**src/rtl/pipe_stage_elastic.sv**
```systemverilog
// Elastic pipeline-stage register with valid/ready handshake, optional
// two-entry skid buffer and synchronous flush that inserts a zero-control bubble.
module pipe_stage_elastic #(
  parameter int unsigned DATA_W = 64,
  parameter int unsigned CTRL_W = 8,
  parameter int unsigned SKID   = 1
) (
  input  logic              clk,
  input  logic              rst,
  input  logic              flush,
  input  logic              in_valid,
  output logic              in_ready,
  input  logic [DATA_W-1:0] in_data,
  input  logic [CTRL_W-1:0] in_ctrl,
  output logic              out_valid,
  input  logic              out_ready,
  output logic [DATA_W-1:0] out_data,
  output logic [CTRL_W-1:0] out_ctrl,
  output logic [1:0]        occupancy
);

  localparam bit HAS_SKID = (SKID != 0);

  logic              skid_valid;
  logic [DATA_W-1:0] skid_data;
  logic [CTRL_W-1:0] skid_ctrl;

  logic              main_valid_n;
  logic [DATA_W-1:0] main_data_n;
  logic [CTRL_W-1:0] main_ctrl_n;
  logic              skid_valid_n;
  logic [DATA_W-1:0] skid_data_n;
  logic [CTRL_W-1:0] skid_ctrl_n;
  logic [1:0]        occupancy_n;

  logic accept;
  logic main_free;

  // Skid mode breaks the out_ready -> in_ready path; plain mode keeps it.
  generate
    if (HAS_SKID) begin : g_skid_ready
      assign in_ready = !skid_valid;
    end else begin : g_plain_ready
      assign in_ready = out_ready || !out_valid;
    end
  endgenerate

  assign accept    = in_valid && in_ready;
  assign main_free = !out_valid || out_ready;

  // Next-state for both slots; flush overrides every transfer.
  always_comb begin
    main_valid_n = out_valid;
    main_data_n  = out_data;
    main_ctrl_n  = out_ctrl;
    skid_valid_n = skid_valid;
    skid_data_n  = skid_data;
    skid_ctrl_n  = skid_ctrl;

    if (flush) begin
      main_valid_n = 1'b0;
      main_ctrl_n  = '0;
      skid_valid_n = 1'b0;
      skid_ctrl_n  = '0;
    end else if (main_free) begin
      if (skid_valid) begin
        main_valid_n = 1'b1;
        main_data_n  = skid_data;
        main_ctrl_n  = skid_ctrl;
        skid_valid_n = HAS_SKID && accept;
        if (accept) begin
          skid_data_n = in_data;
          skid_ctrl_n = in_ctrl;
        end
      end else if (accept) begin
        main_valid_n = 1'b1;
        main_data_n  = in_data;
        main_ctrl_n  = in_ctrl;
      end else begin
        main_valid_n = 1'b0;
        main_ctrl_n  = '0;
      end
    end else if (accept && HAS_SKID) begin
      skid_valid_n = 1'b1;
      skid_data_n  = in_data;
      skid_ctrl_n  = in_ctrl;
    end

    occupancy_n = 2'(main_valid_n) + 2'(skid_valid_n);
  end

  always_ff @(posedge clk) begin
    if (rst) begin
      out_valid  <= 1'b0;
      out_data   <= '0;
      out_ctrl   <= '0;
      skid_valid <= 1'b0;
      skid_data  <= '0;
      skid_ctrl  <= '0;
      occupancy  <= '0;
    end else begin
      out_valid  <= main_valid_n;
      out_data   <= main_data_n;
      out_ctrl   <= main_ctrl_n;
      skid_valid <= skid_valid_n;
      skid_data  <= skid_data_n;
      skid_ctrl  <= skid_ctrl_n;
      occupancy  <= occupancy_n;
    end
  end

endmodule

```
**config.mk**
```make
export PLATFORM = sky130hd
export DESIGN_NAME = pipe_stage_elastic
export DESIGN_NICKNAME = d
export VERILOG_FILES = /design/src/rtl/pipe_stage_elastic.sv
export SDC_FILE = /design/constraint.sdc
export NUM_CORES = 1
export LEC_CHECK = 0
export CORE_AREA = 2 2 123 125
export DETAILED_ROUTE_END_ITERATION = 7
export DIE_AREA = 0 0 125 127
export GPL_TIMING_DRIVEN = 0
export PLACE_DENSITY = 0.81
export SYNTH_ARGS = -nofsm -noshare
export SYNTH_HDL_FRONTEND = slang
export SYNTH_SLANG_ARGS = --single-unit
```
**constraint.sdc**
```tcl
create_clock -name clk -period 3.45 [get_ports clk]
set_clock_uncertainty 0.1 [all_clocks]
set_input_delay 1.035 -clock clk [delete_from_list [all_inputs] [get_ports clk]]
set_output_delay 1.035 -clock clk [all_outputs]
set_load 0.01 [all_outputs]
```
==> reports/results.tsv, run 1 <==
metric	value	unit
status	finished clean	
die area	15880	um^2
Setup TNS	0	ps
clk buf depth	2	
post-route DRC violation count	0	
final non-filler cell total	1041	
CTS Hold Bufs	0	
CTS H-Tree Depth	4	
Yosys reg bits	148	
CP Capture Type	primary output	
leak pwr	2.841	nW
Synth area leaders	dfxtp_1 46%, a21oi_1 11%, mux2i_1 10%	
CTS-repair resized insts	0	
CTS tree	done	
antenna-violating nets left	0	
startpoint types	flop	
syn_area_per_cell	9.496	um^2
worst path bufs/invs	4	
vias in the first global route	5612	
Setup CP Type	flop to primary output	
PwrDens	498.5	nW/um^2
CP max-delay cell	clkdlybuf4s50_1	
syn_nets	753	
total count of hold-check failures in the final report	0	
Peak Freq	322.0	MHz
Tightest Pin Transition	686.4	ps
initial drt markers	513	
Post-Syn Area	6410	um^2
Max FO, Critical Path	10	
max-cap check violation count	0	
initial antenna violation count	0	
Worst EP arrival	1970	ps
sequential area share after synthesis	46.22	%
Post-synth top cells	148 x dfxtp_1, 138 x a21oi_1, 64 x mux2i_1, 64 x nand3b_1, 64 x o21ai_0	
first-pass GRT wire length	29140	um
Yosys top cell area share	46.22	%
worst hold start	skid_ctrl[1]	
DR pass1 iterations	5	
Setup WS pre-CTS	154.9	ps
Avg WL per Cell	17.65	um
Placed Cells incl. Taps	1009	
EDFF count, synth	0	
Levels on crit path	4	
most frequent cell after synthesis	dfxtp_1	
die width	125	um
Die Y	127	um
P&R area growth vs syn	37.05	%
worst flop-to-flop path endpoint	occupancy[0]	
vias per cell	5.633	
number of nets in the layout	922	
WHS Endpoint	skid_ctrl[1]	
num rows	44	
CP max stage delay	480	ps
Mapped Cells	675	
ratio of cells with drive above 1 in the final layout	10.74	%
worst hold slack	354.9	ps
total global-route track usage	22.90	%
Worst R2R Path Depth	6	
fin crit share	90.03	%
Min-Delay Path Depth	2	
routed vias	5864	
Core ar.	14420	um^2
critical-path cell list	buf_4, buf_2, inv_1, clkdlybuf4s50_1	
post-synth cell types	26	
RSZ-0062 raised after global routing	no	
total CTS buffers	17	
Final min period	3106	ps
CTS Sinks	148	
IO buf count	150	
reg2reg setup slack	1430	ps
clock root cell	clkbuf_16	
RR Startpoint	out_valid	
grt total ovfl	0	
asr flop ratio synth	0	%
Initial Utilization	44.44	%
Critical path origin	skid_valid	
worst hold path type	flop to flop	
CTS clk-pin slew, worst paths	60	ps
Final Max Tran Viols	0	
PnR worst setup slack	344.0	ps
Final Util	60.90	%
most area-hungry cell type in the Yosys netlist	dfxtp_1	
largest net degree at the start of global routing	17	
Max IR drop VDD	0.3730	mV
final-report setup violation count	0	
CP delay by family, top	buffers and inverters	
synth warn	0	
Ports	153	
Max-slew headroom	54.24	%
drt total wl	18370	um
dominant synthesized flop cell	dfxtp_1	
Placer Congestion	0.7859	
Worst-Skew Late Latency	430	ps
buffer count from post-CTS setup fixing	0	
detailed placement HPWL	12610	um
CP required	2310	ps
Antenna Cells	0	
## cells by family after synthesis
kind of cell,synth area share (%)
compound gates,26.18
flops,46.22
simple gates,10.91
buf+inv,6.500
mux,9.994
fa+ha+maj,0.1952
## worst max path at each step
stage,to,slack (ps)
2_1_floorplan,occupancy[0],1110
3_3_place_gp,occupancy[0],160
3_5_place_dp,occupancy[0],150
4_1_cts,in_ready,310
5_1_grt,in_ready,210
6_report,in_ready,340
## registers in the layout, indices dropped and copies added (netlist names)
signal and flops:
out_data 64, skid_data 64, out_ctrl 8, skid_ctrl 8
occupancy 2, out_valid 1, skid_valid 1
## layout make-up
type / instances / area [um^2]
Clock buffer: 23 / 467.9
Multi-Input combinational cell: 448 / 3030
Clock inverter: 9 / 175.2
Tap cell: 184 / 230.2
Inverter: 1 / 3.754
Sequential cell: 148 / 2963
Buffer: 78 / 412.9
Fill cell: 1235 / 5639
Timing Repair Buffer: 150 / 1501
## power by group
part           switching (mW)  internal, mW
sequential             0.0366          1.77
clock                   0.724          1.32
combinational           0.252         0.274
total                    1.01          3.37
## routing by layer
layer / vias up / share of wire [%] / wire [um] / track usage, %
li1: 2826 / - / - / -
met4: 0 / 2.1 / 387 / 9.281
met2: 199 / 48 / 8749 / 36.89
met5: - / 0 / 0 / 0
met3: 33 / 6.2 / 1137 / 5.360
met1: 2806 / 44 / 8099 / 29.83
## cell usage in the layout, fill, tap and decap left out, types with 3 or more instances in the layout
cell type	n
clkbuf_1	38
bufinv_16	5
clkbuf_4	4
buf_6	7
a211oi_2	20
a221oi_1	8
nor2b_1	4
buf_4	6
nor3_1	10
clkdlybuf4s50_1	150
buf_2	24
a21oi_1	138
nand2_1	16
a211oi_1	44
mux2i_1	64
nor2_1	9
dfxtp_1	148
clkbuf_16	17
buf_1	3
nand3b_1	64
o21ai_0	64
## per-stage QoR
stage          power (mW)  instance area [um^2]
6_report            4.379                  8785
5_1_grt             4.514                  8785
4_1_cts             4.396                  8785
3_5_place_dp        2.367                  8142
3_3_place_gp        2.361                  8142
2_1_floorplan       2.086                  6410
## worst reg2reg max path: stages, from the launching register on
cell and delay, ps:
dfxtp_1 350, nand2b_1 170, buf_2 300, buf_1 390, a21oi_1 130, ha_1 300, nor2b_1 140
No activity file was read; power rests on OpenSTA's default activity.
==> run 2, diff against run 1 <==
PLACE_DENSITY = 0.72   (was 0.81)
==> reports/results.tsv, run 2 (synthesis gave the netlist of run 1 again) <==
metric	value	unit
status	finished clean	
routed vias	5876	
Min-Delay Path Depth	2	
worst flop-to-flop path endpoint	occupancy[0]	
vias per cell	5.650	
Final Util	60.71	%
PwrDens	487.9	nW/um^2
Die Y	127	um
Antenna Cells	0	
DR pass1 iterations	4	
buffer count from post-CTS setup fixing	0	
Max IR drop VDD	0.2688	mV
total global-route track usage	23.20	%
Initial Utilization	44.44	%
Peak Freq	328.2	MHz
CTS clk-pin slew, worst paths	60	ps
CTS tree	done	
vias in the first global route	5921	
combined area of the multi-input logic cells	3030	um^2
initial antenna violation count	0	
RSZ-0062 raised after global routing	no	
clock root cell	clkbuf_16	
worst hold slack	363.7	ps
RR Startpoint	out_valid	
Placed Cells incl. Taps	1009	
Avg WL per Cell	18.10	um
PnR worst setup slack	402.7	ps
CP required	2310	ps
worst hold start	skid_ctrl[6]	
initial drt markers	436	
met1 GRT Util	28.96	%
die area	15880	um^2
most frequent cells in the layout	150 x clkdlybuf4s50_1, 148 x dfxtp_1, 138 x a21oi_1	
CTS H-Tree Depth	4	
CTS Hold Bufs	0	
Placer Congestion	0.8392	
Final Max Tran Viols	0	
ratio of cells with drive above 1 in the final layout	10.86	%
CP Capture Type	primary output	
worst hold path type	flop to flop	
first-pass GRT wire length	29810	um
WHS Endpoint	skid_ctrl[6]	
max-cap check violation count	0	
final instance area	8757	um^2
final-report setup violation count	0	
grt total ovfl	0	
Top Registers	out_data x64, skid_data x64	
commonest non-fill, non-tap cell in the layout	clkdlybuf4s50_1	
fill cell count	1237	
leak pwr	2.833	nW
Worst EP arrival	1910	ps
reg2reg setup slack	1410	ps
startpoint types	flop	
detailed placement HPWL	13330	um
Max-slew headroom	52.41	%
Tightest Pin Transition	713.8	ps
GRT Max-Usage Layer	met2	
Setup WS pre-CTS	110.4	ps
met2 global-route usage	38.97	%
total count of hold-check failures in the final report	0	
antenna-violating nets left	0	
overall power	4.273	mW
CTS Sinks	148	
post-route DRC violation count	0	
P&R area growth vs syn	36.62	%
Setup CP Type	flop to primary output	
Ports	153	
die width	125	um
final non-filler cell total	1040	
Final min period	3047	ps
dpl cell area	8142	um^2
IO buf count	150	
CTS-repair resized insts	0	
Worst R2R Path Depth	6	
Setup TNS	0	ps
Worst-Skew Late Latency	420	ps
number of nets in the layout	922	
Seq. cell area	2963	um^2
Max FO, Critical Path	10	
num rows	44	
met3 usage	5.988	%
Core ar.	14420	um^2
clk buf depth	2	
largest net degree at the start of global routing	17	
drt total wl	18820	um
total CTS buffers	17	
fin crit share	88.33	%
==> run 2: worst max-delay path by stage <==
stage               start      endpoint  cells after the start
2_1_floorplan   out_ready  occupancy[0]                      6
3_3_place_gp    out_ready  occupancy[0]                      7
3_5_place_dp    out_ready  occupancy[0]                      7
4_1_cts        skid_valid      in_ready                      4
5_1_grt        skid_valid      in_ready                      4
6_report       skid_valid      in_ready                      4
==> run 2: worst max-delay path, cell delays in order (launching register included) <==
cell and delay [ps]:
dfxtp_1 440, buf_4 260, buf_2 260, inv_1 60
clkdlybuf4s50_1 470
==> run 2: cell type report <==
type                       instances  area share (%)
clock buffer                      21           5.258
sequential                       148           33.83
multi-input combinational        448           34.60
timing repair buffer             150           17.15
inverter                           1         0.04286
clock inverter                    10           1.772
tap                              184           2.629
buffer                            78           4.715
==> run 2: power by group <==
group	leakage [nW]	switching [mW]	internal [mW]
sequential	1.21	0.0350	1.77
combinational	1.33	0.251	0.274
clock	0.299	0.701	1.24
total	2.83	0.988	3.29
==> run 2: layer usage <==
metal	part of all wire (%)	vias up
li1	-	2819
met1	45	2828
met2	47	203
met3	6.2	26
met4	2.0	0
met5	0	-
==> run 3, diff against run 2 <==
DONT_BUFFER_PORTS = 1   (was unset)
PLACE_DENSITY = 0.59   (was 0.72)
==> reports/results.tsv, run 3 (synthesis gave the netlist of run 1 again) <==
metric	value	unit
Setup WS pre-CTS	654.1	ps
vias in the first global route	5207	
Ports	153	
CTS clk-pin slew, worst paths	50	ps
detailed placement HPWL	12880	um
Antenna Cells	0	
IO buf count	0	
leak pwr	2.259	nW
Final min period	2619	ps
Setup TNS	0	ps
CTS Hold Bufs	0	
die area	15880	um^2
total count of hold-check failures in the final report	0	
CTS H-Tree Depth	4	
antenna-violating nets left	0	
RSZ-0062 raised after global routing	no	
met3 usage	7.454	%
post-route DRC violation count	0	
total global-route track usage	22.51	%
CP Capture Type	primary output	
status	finished clean	
Placer Congestion	0.8018	
P&R area growth vs syn	13.14	%
commonest non-fill, non-tap cell in the layout	dfxtp_1	
CTS Sinks	148	
PnR worst setup slack	831.1	ps
die width	125	um
Final Max Tran Viols	0	
number of nets in the layout	772	
Core ar.	14420	um^2
total CTS buffers	17	
final instance area	7252	um^2
Max IR drop VDD	0.3325	mV
worst hold path type	flop to flop	
Die Y	127	um
CP required	2310	ps
critical-path cell list	buf_4, buf_2, inv_1	
met1 GRT Util	28.26	%
combined area of the multi-input logic cells	3030	um^2
fin crit share	75.91	%
Worst EP arrival	1480	ps
Tightest Pin Transition	714.6	ps
buffer count from post-CTS setup fixing	0	
Top Registers	out_data x64, skid_data x64	
final-report setup violation count	0	
GRT Max-Usage Layer	met2	
fill cell count	1346	
CP max stage delay	430	ps
largest net degree at the start of global routing	17	
Avg WL per Cell	20.39	um
Max FO, Critical Path	10	
vias per cell	5.969	
first-pass GRT wire length	28370	um
dpl cell area	6640	um^2
CTS tree	done	
Peak Freq	381.8	MHz
met2 global-route usage	36.09	%
overall power	4.034	mW
initial drt markers	412	
Initial Utilization	44.44	%
routed vias	5318	
clock root cell	clkbuf_16	
grt total ovfl	0	
max-cap check violation count	0	
Setup CP Type	flop to primary output	
most frequent cells in the layout	148 x dfxtp_1, 138 x a21oi_1, 64 x mux2i_1, 64 x nand3b_1, 64 x o21ai_0	
CTS-repair resized insts	0	
Worst-Skew Late Latency	420	ps
initial antenna violation count	0	
clk buf depth	2	
PwrDens	556.3	nW/um^2
drt total wl	18170	um
ratio of cells with drive above 1 in the final layout	13.44	%
DR pass1 iterations	5	
Max-slew headroom	52.36	%
startpoint types	flop	
Seq. cell area	2963	um^2
num rows	44	
CP max-delay cell	dfxtp_1	
==> run 3: area by class of cell <==
type	count	share of cell area, %
multi-input cells	448	41.79
flip-flops and latches	148	40.86
clock buffers	20	6.297
plain buffers	78	5.694
well taps	184	3.175
clock inverters	12	2.139
inverters	1	0.05176
==> run 3: path summary, 6_finish.rpt <==
| path | endpoint | cells past startpoint | start | slack (ps) |
|---|---|---|---|---|
| max | in_ready | 3 | skid_valid | 830 |
| min reg2reg | skid_ctrl[2] | 2 | skid_ctrl[2] | 360 |
| max reg2reg | occupancy[0] | 6 | out_valid | 1290 |
| min | skid_ctrl[2] | 2 | skid_ctrl[2] | 360 |
==> run 3: where the power goes <==
part	switching (mW)	internal, mW	leakage, nW
clock network	0.731	1.17	0.284
logic	0.174	0.112	0.768
registers	0.0708	1.77	1.21
==> run 3: layer usage <==
layer / up-vias / part of all wire [%]
met3: 30 / 8.2
met1: 2557 / 43
met4: 0 / 2.6
li1: 2528 / -
met2: 203 / 46
met5: - / 0
==> run 3: worst max-delay path: cells and delay by family, from the launching register on <==
| family | cells | cell delay (ps) |
|---|---|---|
| buffers and inverters | 3 | 640 |
| flip-flops | 1 | 430 |
==> run 3: stage by stage <==
stage / utilization [%] / hold WS (ps) / std cells
final: 50.28 / 358.7 / 891
after global routing: 50.28 / 372.4 / 891
after CTS: 50.28 / 359.2 / 891
after detailed placement: 46.04 / 349.2 / 859
after global placement: 46.04 / 342.3 / 859
after floorplan: - / 336.4 / 675
